**config.mk**
```make
export PLATFORM = sky130hd
export DESIGN_NAME = alu_iter
export DESIGN_NICKNAME = d
export VERILOG_FILES = /design/src/rtl/alu_pkg.sv /design/src/rtl/alu_comb.sv /design/src/rtl/alu_iter.sv
export SDC_FILE = /design/constraint.sdc
export NUM_CORES = 1
export LEC_CHECK = 0
export ABC_CLOCK_PERIOD_IN_PS = 5590
export CAP_MARGIN = 20
export CELL_PAD_IN_SITES_DETAIL_PLACEMENT = 1
export CELL_PAD_IN_SITES_GLOBAL_PLACEMENT = 2
export CORE_MARGIN = 1.5
export CORE_UTILIZATION = 36
export CTS_CLUSTER_DIAMETER = 80
export DETAILED_ROUTE_END_ITERATION = 8
export PLACE_DENSITY = 0.9
export SYNTH_ARGS = -nofsm -noshare
export SYNTH_HDL_FRONTEND = slang
export SYNTH_SLANG_ARGS = --single-unit
```
**constraint.sdc**
```tcl
create_clock -name clk -period 5.59 [get_ports clk]
set_input_delay 1.118 -clock clk [delete_from_list [all_inputs] [get_ports clk]]
set_output_delay 1.118 -clock clk [all_outputs]
set_load 0.02 [all_outputs]
```
**src/rtl/alu_pkg.sv**
```systemverilog
// Shared ALU control encodings and FSM state type, also imported by the ALU decoder.
// ALU_SRA_EN enables iterative SRA on code 011; otherwise 011 is reserved (result 0).
package alu_pkg;

  localparam logic [2:0] ALU_ADD = 3'b000;
  localparam logic [2:0] ALU_SLL = 3'b001;
  localparam logic [2:0] ALU_SUB = 3'b010;
  localparam logic [2:0] ALU_SRA = 3'b011;
  localparam logic [2:0] ALU_XOR = 3'b100;
  localparam logic [2:0] ALU_SRL = 3'b101;
  localparam logic [2:0] ALU_OR  = 3'b110;
  localparam logic [2:0] ALU_AND = 3'b111;

  typedef enum logic {
    IDLE  = 1'b0,
    SHIFT = 1'b1
  } alu_state_t;

  function automatic logic is_shift_op(input logic [2:0] ctrl);
`ifdef ALU_SRA_EN
    return (ctrl == ALU_SLL) || (ctrl == ALU_SRL) || (ctrl == ALU_SRA);
`else
    return (ctrl == ALU_SLL) || (ctrl == ALU_SRL);
`endif
  endfunction

endpackage

```
**src/rtl/alu_comb.sv**
```systemverilog
// Single-cycle ALU datapath: ADD/SUB/XOR/OR/AND plus the reserved code.
// Shift codes pass a through, which is the correct result for a zero shift amount.
module alu_comb
  import alu_pkg::*;
#(
  parameter int XLEN = 32
) (
  input  logic [2:0]      alu_ctrl,
  input  logic [XLEN-1:0] a,
  input  logic [XLEN-1:0] b,
  output logic [XLEN-1:0] y
);

  always_comb begin
    y = a;
    case (alu_ctrl)
      ALU_ADD: y = a + b;
      ALU_SUB: y = a + ~b + XLEN'(1);
      ALU_XOR: y = a ^ b;
      ALU_OR:  y = a | b;
      ALU_AND: y = a & b;
`ifndef ALU_SRA_EN
      ALU_SRA: y = '0;
`endif
      default: y = a;
    endcase
  end

endmodule

```
**src/rtl/alu_iter.sv**
```systemverilog
// Execute-stage ALU with one-bit-per-cycle shifts and a start/busy/done handshake.
// Define ALU_SRA_EN to add iterative SRA on code 011.
module alu_iter
  import alu_pkg::*;
#(
  parameter int XLEN = 32
) (
  input  logic            clk,
  input  logic            rst,
  input  logic            start,
  input  logic [2:0]      alu_ctrl,
  input  logic [XLEN-1:0] a,
  input  logic [XLEN-1:0] b,
  output logic [XLEN-1:0] result,
  output logic            zero,
  output logic            neg,
  output logic            busy,
  output logic            done
);

  localparam int SHAMT_W = $clog2(XLEN);

  alu_state_t          r_state;
  alu_state_t          w_next_state;
  logic [XLEN-1:0]     r_acc;
  logic [SHAMT_W-1:0]  r_cnt;
  logic                r_left;
  logic                r_fill;
  logic [XLEN-1:0]     r_result;
  logic                r_zero;
  logic                r_neg;
  logic                r_done;

  logic [SHAMT_W-1:0]  w_shamt;
  logic [XLEN-1:0]     w_comb;
  logic                w_accept;
  logic                w_launch;
  logic                w_finish;
  logic                w_left_a;
  logic                w_fill_a;
  logic [XLEN-1:0]     w_a_step;
  logic [XLEN-1:0]     w_acc_step;
  logic [XLEN-1:0]     w_res_d;

  alu_comb #(.XLEN(XLEN)) u_comb (
    .alu_ctrl (alu_ctrl),
    .a        (a),
    .b        (b),
    .y        (w_comb)
  );

  assign w_shamt  = b[SHAMT_W-1:0];
  assign w_left_a = (alu_ctrl == ALU_SLL);
`ifdef ALU_SRA_EN
  assign w_fill_a = (alu_ctrl == ALU_SRA) & a[XLEN-1];
`else
  assign w_fill_a = 1'b0;
`endif

  // The first shift step happens on the start edge, so a shift by n finishes n+1 edges later.
  assign w_a_step   = w_left_a ? {a[XLEN-2:0], 1'b0} : {w_fill_a, a[XLEN-1:1]};
  assign w_acc_step = r_left ? {r_acc[XLEN-2:0], 1'b0} : {r_fill, r_acc[XLEN-1:1]};
  assign w_res_d    = w_finish ? r_acc : w_comb;

  always_comb begin
    w_next_state = r_state;
    w_accept     = 1'b0;
    w_launch     = 1'b0;
    w_finish     = 1'b0;
    case (r_state)
      IDLE: begin
        if (start) begin
          if (is_shift_op(alu_ctrl) && (w_shamt != '0)) begin
            w_launch     = 1'b1;
            w_next_state = SHIFT;
          end else begin
            w_accept = 1'b1;
          end
        end
      end
      SHIFT: begin
        if (r_cnt == '0) begin
          w_finish     = 1'b1;
          w_next_state = IDLE;
        end
      end
      default: w_next_state = IDLE;
    endcase
  end

  always_ff @(posedge clk) begin
    if (rst) begin
      r_state  <= IDLE;
      r_acc    <= '0;
      r_cnt    <= '0;
      r_left   <= 1'b0;
      r_fill   <= 1'b0;
      r_result <= '0;
      r_zero   <= 1'b0;
      r_neg    <= 1'b0;
      r_done   <= 1'b0;
    end else begin
      r_state <= w_next_state;
      r_done  <= w_accept | w_finish;
      if (w_accept | w_finish) begin
        r_result <= w_res_d;
        r_zero   <= (w_res_d == '0);
        r_neg    <= w_res_d[XLEN-1];
      end
      if (w_launch) begin
        r_acc  <= w_a_step;
        r_cnt  <= w_shamt - SHAMT_W'(1);
        r_left <= w_left_a;
        r_fill <= w_fill_a;
      end else if ((r_state == SHIFT) && !w_finish) begin
        r_acc <= w_acc_step;
        r_cnt <= r_cnt - SHAMT_W'(1);
      end
    end
  end

  assign result = r_result;
  assign zero   = r_zero;
  assign neg    = r_neg;
  assign busy   = (r_state == SHIFT);
  assign done   = r_done;

endmodule

```
==> results of run 1 <==
[flip-flops by register name, summed over array words and instances (netlist names)]
name    count
busy        1
r_acc      32
done        1
r_left      1
zero        1
result     32
r_cnt       5
[area by class of cell]
cell class,count,share of cell area
multi-input cells,1152,0.6527
repair buffers,163,0.1250
flip-flops and latches,73,0.1230
well taps,372,0.03914
inverters,99,0.03125
clock buffers,10,0.01926
clock inverters,6,0.009680
[cell usage after synthesis (19+ instances only)]
master | instances | share of area
o21ai_0 | 85 | 0.043
nand3_1 | 32 | 0.016
nor2_1 | 170 | 0.064
dfxtp_1 | 73 | 0.15
inv_1 | 96 | 0.036
clkbuf_1 | 75 | 0.028
nor3_1 | 30 | 0.015
nand2_1 | 116 | 0.044
a21oi_1 | 114 | 0.057
a31oi_1 | 21 | 0.013
ha_1 | 105 | 0.13
mux2i_1 | 70 | 0.070
a211oi_1 | 92 | 0.069
o211ai_1 | 19 | 0.014
[tightest hold or removal path, cell delays in order (launching register included)]
cell and delay [ps]:
dfxtp_1 310, nand2_1 50, a21oi_1 50
[through the flow]
stage | setup WS (ps) | total power, mW | instance area, µm²
global placement | 174.1 | 1.671 | 11550
global route | 108.1 | 2.559 | 11890
finish | 277.2 | 2.447 | 11890
floorplan | 1534 | 1.259 | 9985
detailed placement | 79.78 | 1.688 | 11550
CTS | 421.9 | 2.425 | 11890
[layout by cell type (no fill, tap or decap), types with 19 or more instances in the layout]
cell type	count
a211oi_1	92
a21oi_1	114
a31oi_1	21
buf_4	58
clkdlybuf4s50_1	102
dfxtp_1	72
ha_1	105
inv_1	96
mux2i_1	70
nand2_1	115
nand3_1	31
nor2_1	169
nor3_1	29
o211ai_1	19
o21ai_0	84
[layer usage]
metal  vias up  share of wire  track usage
met1      5780           0.46       0.4388
met3        91          0.063      0.04408
met5         -        0.00024            0
met4         2          0.029       0.1085
li1       5350              -            -
met2       462           0.44       0.5062
[cell families after synthesis]
kind of cell               Yosys count  share of synthesized area
AOI/OAI and AO/OA                  490                     0.3321
and+or+nand+nor                    461                     0.2148
buffers and inverters              203                    0.07920
adders and majority gates          107                     0.1356
muxes                               73                    0.07356
DFF                                 73                     0.1464
xor gates and xnor gates            21                    0.01842
[worst max-delay path by stage]
| stage | end | slack [ps] | start | cells after the start |
|---|---|---|---|---|
| finish | zero | 280 | a[15] | 13 |
| global route | zero | 110 | a[15] | 13 |
| CTS | zero | 420 | a[15] | 13 |
| detailed placement | zero | 80 | a[15] | 13 |
| global placement | zero | 170 | a[15] | 13 |
| floorplan | zero | 1530 | a[0] | 14 |
[where the power goes]
part / total [mW] / switching (mW) / internal, mW
Combinational: 1.11 / 0.693 / 0.418
Sequential: 0.596 / 0.0352 / 0.560
Clock: 0.741 / 0.300 / 0.441
Total: 2.45 / 1.03 / 1.42
==> flow_summary.toml, run 1 <==
[cts]
insertion_delay_ps = 360
cts-buffers-inserted = 9
cts_tree = "yes"
clock-sinks = 73
post-cts-setup-buffers = 0
cts_buffer_depth = 2
hold_buffers = 0
ctsHtreeMaxLevel = 3
path_clk_slew_ps = 70
ctsResizeCount = 0
clockRootBuffer = "clkbuf_16"

[worst_setup_path]
r2r_start = "r_cnt[0]"
cp.required_ps = 5870
crit_path_max_incr_delay_ps = 720
end_kind = "flip-flop"
critPathKind = "in2reg"
cp_cell_sequence = "clkdlybuf4s50_1 -> inv_1 -> ha_1 -> or4_1 -> nor4b_2 -> o311ai_1 -> nand3_1 -> a221oi_2 -> a221oi_1 -> o221ai_1 -> o21ai_0 -> nand4b_1 -> o32ai_2"
crit_family = "compound AO/OA/AOI/OAI gates"
slowest_stage = "clkdlybuf4s50_1"
critPathBufInv = 2
r2r-end = "zero"
worstPathMaxFanout = 10
rrSetupSlack_ps = 1780
crit_arrival_ps = 5590
reg2reg_depth = 11
start_kind = "primary input"

[worst_hold_path]
min_from = "result[24]"
holdPathStages = 2
hold_class = "reg2reg"
min_to = "result[24]"

[synthesis]
yosysUniqueCellTypes = 83
yosys_warnings = 0
synthCells = 1428
syn_area_per_cell_um2 = 6.992
synth_edf_count = 0
syn-num-nets = 1605
yosysSeqAreaShare = 0.1464
synthFlopType = "dfxtp_1"
netlist_area_um2 = 9985
ys_ff_latch = 73
async_flop_share = 0

[timing]
hold_ws_ps = 458.4
drv_slew = 0
fin_crit_ps = 5313
hold_viol_final = 0
fin_crit_sh = 0.9504
slew_headroom = 0.4628
fin_setup_tns_ps = 0
max_freq_mhz = 188.2
setup_viol = 0
finalClockSkew_ps = 4.946
rsz0062_at_grt = "no"
worstMarginPinSlew_ps = 805.8

[pwr]
max-vdd-ir-drop_mv = 0.1218
leakage_nw = 4.800
power.density_nw_per_um2 = 205.8

[die]
ios = 106
die_area_um2 = 28740
die_w_um = 169.5
die_y_um = 169.5
coreArea_um2 = 27100
rows = 60
start_util = 0.3684

[routing]
dr.pass1.iters = 7
remaining_drc_errors = 0
drt_iter0_drc = 854
wire_per_inst_um = 24.34
drt.antenna.violating_nets = 0
routed_wl_um = 45640
vias = 11685
viasPerCell = 6.232

[place]
finalWeightedCongestion = 0.9876
hpwl_um = 34690
port-buffer-count = 105
place_inst = 1859

[global_route]
track_usage = 0.3179
antenna_found_initial = 1
grt_overflow = 0
grt_pass1_vias = 11679
grt_max_degree = 68
grt_first_pass_wirelength_um = 70230

[final_layout]
layout.area.seq_um2 = 1463
multi_input_area_um2 = 7761
drive_above_1_share = 0.07585
fin_nets = 1675
area_growth_syn_to_layout_pct = 19.10
utilization = 0.4388
stdcell_count = 1875
fillCellCount = 3418
antennaDiodeCount = 0

[run]
maxCapViolCount = 0

[run_status]
outcome = "completed"
Note: power is estimated with default switching activity, not from simulation.
==> run 2: changes to the inputs <==
--- a/config.mk
+++ b/config.mk
@@ -10,10 +10,12 @@
 export CELL_PAD_IN_SITES_DETAIL_PLACEMENT = 1
 export CELL_PAD_IN_SITES_GLOBAL_PLACEMENT = 2
 export CORE_MARGIN = 1.5
-export CORE_UTILIZATION = 36
+export CORE_UTILIZATION = 40
 export CTS_CLUSTER_DIAMETER = 80
 export DETAILED_ROUTE_END_ITERATION = 8
-export PLACE_DENSITY = 0.9
+export DONT_BUFFER_PORTS = 1
+export PLACE_DENSITY = 0.89
 export SYNTH_ARGS = -nofsm -noshare
 export SYNTH_HDL_FRONTEND = slang
 export SYNTH_SLANG_ARGS = --single-unit
+export TNS_END_PERCENT = 1
==> run 2 against run 1 <==
  * Critical path depth shrank 1
  * Die area shrank 9.8%
  * Utilization shrank 0.76 points
  * Sequential power grew 5.9%
  * Maximum frequency grew 10%
  * Cell count shrank 9.8%
  * Non-clock buffer count shrank 137
  * Via count shrank 5.8%
  * Cell area shrank 12%
  * First-iteration DRC count grew 9.1%
  * Largest power group unchanged
==> flow_summary.toml, run 2 (synthesized netlist as in run 1, its figures left out) <==
[cts]
post-cts-setup-buffers = 0
insertion_delay_ps = 360
cts-buffers-inserted = 9
clock-sinks = 73
ctsHtreeMaxLevel = 3
clockRootBuffer = "clkbuf_16"
ctsResizeCount = 0
path_clk_slew_ps = 80
cts_tree = "yes"
hold_buffers = 0
cts_buffer_depth = 2

[die]
coreArea_um2 = 24390
die_area_um2 = 25920
rows = 57
die_y_um = 161.0
start_util = 0.4094
die_w_um = 161.0
ios = 106

[place]
pre_cts_slack_ps = 603.7
place_area_um2 = 10200
port-buffer-count = 0
finalWeightedCongestion = 0.9523
place_inst = 1674
hpwl_um = 32620

[global_route]
grt_max_degree = 70
grt_pass1_vias = 10977
grt_overflow = 0
track_usage = 0.3363
grt_first_pass_wirelength_um = 67330
antenna_found_initial = 1

[worst_setup_path]
end_kind = "flip-flop"
cp.required_ps = 5860
critPathKind = "in2reg"
crit_arrival_ps = 5090
crit_path_max_incr_delay_ps = 650
worstPathMaxFanout = 7
cp_cell_sequence = "inv_1 -> ha_1 -> inv_1 -> a21oi_1 -> a211oi_1 -> o311ai_1 -> nand3_1 -> a221oi_2 -> o221ai_1 -> o21ai_0 -> nand4b_1 -> o32ai_2"
critPathMostFrequentCell = "inv_1"
slowest_stage = "a221oi_2"
start_kind = "primary input"

[timing]
worstMarginPinSlew_ps = 901.6
slew_headroom = 0.3983
fin_setup_tns_ps = 0
hold_viol_final = 0
setup_viol = 0
finalClockSkew_ps = 12.85
fin_crit_ps = 4819
fin_crit_sh = 0.8622
rsz0062_at_grt = "no"
finalWorstSetupSlack_ps = 770.5
drv_slew = 0
max_freq_mhz = 207.5

[final_layout]
fin_area_um2 = 10520
final_common_cell = "nor2_1"
utilization = 0.4312
fin_nets = 1538
fillCellCount = 3175
drive_above_1_share = 0.05783
layout_common_cells = "nor2_1, nand2_1, a21oi_1"
stdcell_count = 1691
area_growth_syn_to_layout_pct = 5.338

[routing]
viasPerCell = 6.513
routed_wl_um = 43720
drt.antenna.violating_nets = 0
remaining_drc_errors = 0
wire_per_inst_um = 25.86
drt_iter0_drc = 932
dr.pass1.iters = 5
vias = 11013

[pwr]
p_comb_frac = 0.401
seqPwrFrac = 0.286
pwr-share-clk = 0.313
p_sw_frac = 0.4249
power.density_nw_per_um2 = 209.6
p_int_mw = 1.268
leakage_nw = 4.233
max-vdd-ir-drop_mv = 0.1345
p_sw_uw = 936.8

[worst_hold_path]
hold_class = "reg2reg"

[run]
maxCapViolCount = 0

[run_status]
outcome = "completed"
## run 2: cell count changes in the layout (fill, tap and decap cells not counted)
| cell | before | now |
|---|---|---|
| clkinv_2 | 0 | 1 |
| buf_2 | 2 | 0 |
| clkdlybuf4s50_1 | 102 | 0 |
| bufinv_16 | 3 | 2 |
| buf_12 | 1 | 0 |
| diode_2 | 0 | 1 |
| buf_4 | 58 | 26 |
## run 2: through the flow
| stage | hold WS (ps) | power [mW] |
|---|---|---|
| finish | 545.6 | 2.205 |
| CTS | 549.7 | 2.185 |
| detailed placement | 540.3 | 1.494 |
| global route | 565.0 | 2.306 |
| floorplan | 505.6 | 1.259 |
| global placement | 533.9 | 1.481 |
## run 2: power groups by stage
stage          sequential (mW)  clock, mW  combinational [mW]
2_1_floorplan            0.625          0               0.635
3_3_place_gp             0.641          0               0.840
3_5_place_dp             0.643          0               0.852
4_1_cts                  0.631      0.696               0.858
5_1_grt                  0.636      0.713               0.956
6_report                 0.631      0.691               0.883
## run 2: cell type report
class | instances | area (µm²) | area share
clock buffers | 10 | 229.0 | 0.02177
repair buffers | 26 | 195.2 | 0.01856
clock inverters | 6 | 90.09 | 0.008565
flip-flops and latches | 73 | 1463 | 0.1391
well taps | 324 | 405.4 | 0.03854
inverters | 99 | 371.6 | 0.03533
multi-input cells | 1152 | 7761 | 0.7379
diodes | 1 | 2.502 | 0.0002379
## run 2: path summary, 6_finish.rpt
| kind | start | end | slack [ps] | cells after the start |
|---|---|---|---|---|
| worst max-delay path | b[4] | zero | 770 | 12 |
| worst min-delay path | result[11] | result[11] | 550 | 2 |
| worst max register to register | r_cnt[0] | zero | 1730 | 11 |
| worst min register to register | result[11] | result[11] | 550 | 2 |
## run 2: critical path, delay by kind of cell
kind | cells | cell delay [ps]
buf+inv | 2 | 180
compound gates | 7 | 2880
fa+ha+maj | 1 | 430
simple gates | 2 | 480
## run 2: per-layer routing
metal / wire length [µm] / GRT usage / vias to the layer above
met5: 65 / 0.01894 / -
met4: 1197 / 0.1010 / 2
met3: 4027 / 0.08654 / 82
met2: 18820 / 0.5133 / 474
met1: 19610 / 0.4617 / 5390
li1: - / - / 5065
==> run 3: changes to the inputs <==
--- a/config.mk
+++ b/config.mk
@@ -14,7 +14,7 @@
 export CTS_CLUSTER_DIAMETER = 80
 export DETAILED_ROUTE_END_ITERATION = 8
 export DONT_BUFFER_PORTS = 1
-export PLACE_DENSITY = 0.89
+export PLACE_DENSITY = 0.91
 export SYNTH_ARGS = -nofsm -noshare
 export SYNTH_HDL_FRONTEND = slang
 export SYNTH_SLANG_ARGS = --single-unit
==> run 3 against run 2 <==
  * Critical path type unchanged
  * Largest power group unchanged
  * Register-to-register slack worse by 40 ps
  * Highest routed layer is now met4
  * Flip-flop and latch count is the same
  * First-iteration DRC count up 13%
  * Clock power decreased by 4.3%
==> flow_summary.toml, run 3 (synthesized netlist as in run 1, its figures left out) <==
[run_status]
outcome = "completed"

[final_layout]
fillCellCount = 3123
antennaDiodeCount = 0
fin_nets = 1535
layout_common_cells = "nor2_1, nand2_1, a21oi_1"
stdcell_count = 1687
drive_above_1_share = 0.05649
final_common_cell = "nor2_1"
area_growth_syn_to_layout_pct = 4.937

[routing]
dr.pass1.iters = 6
drt.antenna.violating_nets = 0
wire_per_inst_um = 25.94
vias = 11129
drt_iter0_drc = 1050
routed_wl_um = 43760
viasPerCell = 6.597
remaining_drc_errors = 0

[worst_setup_path]
critPathKind = "in2reg"
cp-startpoint = "b[4]"
cp.required_ps = 5860
worstPathMaxFanout = 7
r2r_start = "r_cnt[0]"
end_kind = "flip-flop"
start_kind = "primary input"
reg2reg_depth = 11
rrSetupSlack_ps = 1690
crit_arrival_ps = 5130
r2r-end = "zero"

[cts]
cts_buffer_depth = 2
post-cts-setup-buffers = 0
cts_tree = "yes"
cts-buffers-inserted = 9
clock-sinks = 73
ctsHtreeMaxLevel = 3
insertion_delay_ps = 380
hold_buffers = 0
path_clk_slew_ps = 70
clockRootBuffer = "clkbuf_16"
ctsResizeCount = 0

[timing]
drv_slew = 0
finalClockSkew_ps = 23.22
fin_setup_tns_ps = 0
worstMarginPinSlew_ps = 955.2
fin_crit_sh = 0.8683
setup_viol = 0
fin_crit_ps = 4854
slew_headroom = 0.3625
max_freq_mhz = 206.0
rsz0062_at_grt = "no"
hold_viol_final = 0

[worst_hold_path]
min_from = "result[17]"
holdPathStages = 2
hold_class = "reg2reg"
min_to = "result[17]"

[die]
die_w_um = 161.0
rows = 57
die_area_um2 = 25920
die_y_um = 161.0
ios = 106
coreArea_um2 = 24390
start_util = 0.4094

[pwr]
power_mw = 2.173
leakage_nw = 4.214
max-vdd-ir-drop_mv = 0.1108
power.density_nw_per_um2 = 207.4

[place]
hpwl_um = 32560
port-buffer-count = 0
place_inst = 1671
finalWeightedCongestion = 0.9608

[global_route]
grt_pass1_vias = 10955
grt_first_pass_wirelength_um = 67180
grt_max_degree = 78
grt_overflow = 0
antenna_found_initial = 0
track_usage = 0.3337

[run]
maxCapViolCount = 0
## run 3: per-stage QoR
stage               hold slack (ps)  setup WS [ps]    util  instance area [µm²]
finish                        549.5          736.2  0.4296                10480
global route                  571.0          706.1  0.4296                10480
CTS                           551.1          945.8  0.4296                10480
detailed placement            542.1          594.1  0.4171                10170
global placement              532.9          764.0  0.4171                10170
floorplan                     505.6           1534       -                 9985
## run 3: how the worst max path moves through the flow
stage                end  depth (start not counted)  slack (ps)
detailed placement  zero                         12         590
finish              zero                         12         740
floorplan           zero                         14        1530
global placement    zero                         12         760
global route        zero                         12         710
CTS                 zero                         12         950
## run 3: cell type report
cell class / count / area [µm²] / share of cell area
Clock buffer: 10 / 239.0 / 0.02281
Sequential cell: 73 / 1463 / 0.1396
Tap cell: 324 / 405.4 / 0.03869
Inverter: 99 / 371.6 / 0.03547
Clock inverter: 6 / 65.06 / 0.006210
Multi-Input combinational cell: 1152 / 7761 / 0.7407
Timing Repair Buffer: 23 / 172.7 / 0.01648
## run 3: worst max-delay path, stage by stage
cell,delay [ps]
inv_1,70
ha_1,430
inv_1,110
a21oi_1,470
a211oi_1,210
o311ai_1,640
nand3_1,270
a221oi_2,660
o221ai_1,200
o21ai_0,440
nand4b_1,200
o32ai_2,310
## run 3: per-layer routing
layer  up-vias  wire length (µm)  global-route usage
met3        73              3692             0.06369
met5         -                 0                   0
met2       471             19220              0.5202
li1       5068                 -                   -
met1      5517             19860              0.4695
met4         0               982             0.08670
## run 3: power by group
group / leakage [nW] / switching, mW / internal (mW)
clock network: 0.149 / 0.300 / 0.360
logic: 3.47 / 0.571 / 0.311
registers: 0.599 / 0.0693 / 0.561
total: 4.21 / 0.940 / 1.23
==> edit, RTL diff (flow settings as in run 3) <==
The option `ALU_SRA_EN` is turned on by a define.
--- a/src/rtl/alu_pkg.sv
+++ b/src/rtl/alu_pkg.sv
@@ -1,4 +1,6 @@
 // Shared ALU control encodings and FSM state type, also imported by the ALU decoder.
 // ALU_SRA_EN enables iterative SRA on code 011; otherwise 011 is reserved (result 0).
+`define ALU_SRA_EN
+
 package alu_pkg;
 
Formal check against the unedited RTL: not equivalent (Yosys sat finds a counterexample within 4 cycles, from zero or initial values and one cycle with rst high).
==> edit against run 3 <==
Synthesized area grew 3.3%. Setup slack gained 0.32 ns. Sequential power grew 6.2%. Routed wire length grew 3.6%. Highest routed layer unchanged. Clock power grew 7.1%. Total power grew 7.2%. Sequential cell count grew 1. Final area grew 3.4%.
==> edit: results <==
[clock_tree]
ctsHtreeMaxLevel = 3

[setup_path]
crit_fanout = 15
critPathArrivalTime_ns = 4.84

[power_and_ir_drop]
peakVddDrop_mv = 0.126
p_leak_nw = 4.17

[synthesis]
synth-xor-area-share_pct = 1.19
yosysSeqAreaShare_pct = 14.4
synthTopCellsByCount = "nor2_1, nand2_1, a21oi_1"
synth_mux_area_share_pct = 8.19
synth_compound_area_share_pct = 32.9
yosys-top-cells-area = "dfxtp_1, ha_1, mux2i_1, a211oi_1, nor2_1"
synth.distinct_cells = 91

[global_route]
grt_pass1_wl_um = 68500
grt_pass1_vias = 11300
grtUsageTotal_pct = 33.3
grt_max_degree = 76

[place]
placed_area_mm2 = 0.0105
dpl.hpwl_um = 33700
dpl_worst_slack_ns = 0.934
portBuffers = 0
gp_congestion = 0.997

[detailed_routing]
num_vias = 11600
firstDrtPassIters = 5
initialDrtViolationCount = 966
drt_wl_total_um = 45300

[finish]
drive_gt1_share_pct = 5.77
nNetsFinal = 1574

[timing]
finalClockSkew_ns = 0.0265
slew_headroom_pct = 40.0

[status]
outcome = "completed"
-- edit: cell count changes after synthesis, sizes merged, moves of 8 or more --
cell     change
nor3        +11
o21ai       +10
nor4        +12
a211oi       -8
or3         +12
xnor2        -8
o2bb2ai      +9
a221oi      -10
mux2i       +11
-- edit: power by group --
part	total (mW)	switching, mW	internal (mW)	leakage, nW
logic	0.952	0.627	0.325	3.40
registers	0.669	0.0905	0.579	0.608
clock network	0.708	0.313	0.395	0.153
-- edit: metrics by stage --
stage	power, mW	instances
6_report	2.33	1733
5_1_grt	2.43	1733
4_1_cts	2.30	1733
3_5_place_dp	1.60	1717
3_3_place_gp	1.58	1717
2_1_floorplan	1.33	1471
-- edit: cells by family (layout without fill, tap and decap cells) --
logic type               after synthesis  after routing
XOR/XNOR                              14             14
flip-flops                            74             74
multiplexers                          83             83
AO/OA/AOI/OAI                        497            497
adder cells (fa/ha/maj)              106            106
buffers and inverters                209            141
AND/OR/NAND/NOR                      488            488
-- edit: critical path, cell delays in order --
cell,delay [ns]
inv_1,0.04
ha_1,0.63
inv_1,0.14
a21oi_1,0.27
nor3_1,0.08
a2111oi_1,0.83
a2bb2oi_1,0.40
and4_1,0.31
nor3_1,0.21
o32ai_1,0.22
nor4_1,0.37
nand4_1,0.13
nand2_1,0.10
-- edit: per-layer routing --
layer	wire length (um)	vias up	track usage, %	part of all wire [%]
li1	-	5273	-	-
met1	19900	5748	44.5	44
met2	19800	510	51.8	44
met3	4200	95	8.46	9.3
met4	1440	0	11.1	3.2
met5	0	-	0	0
-- edit: layout make-up --
cell class              instances  area (um2)  share of cell area (%)
clock buffers                  10         229                    2.11
repair buffers                 29         218                    2.01
flip-flops and latches         74        1480                    13.7
inverters                      96         360                    3.33
multi-input cells            1188        8040                    74.2
clock inverters                 6        90.1                   0.832
well taps                     330         413                    3.81
-- edit: worst paths after layout --
path                            slack (ns)             endpoint  depth (start not counted)                 from
worst min register to register        0.51  r_fill$_SDFFE_PP0P_                          2  r_fill$_SDFFE_PP0P_
worst max-delay path                  1.06    zero$_SDFFE_PP0P_                         13                b[10]
worst min-delay path                  0.51  r_fill$_SDFFE_PP0P_                          2  r_fill$_SDFFE_PP0P_
worst max register to register        1.72    zero$_SDFFE_PP0P_                         13      busy$_SDFF_PP0_
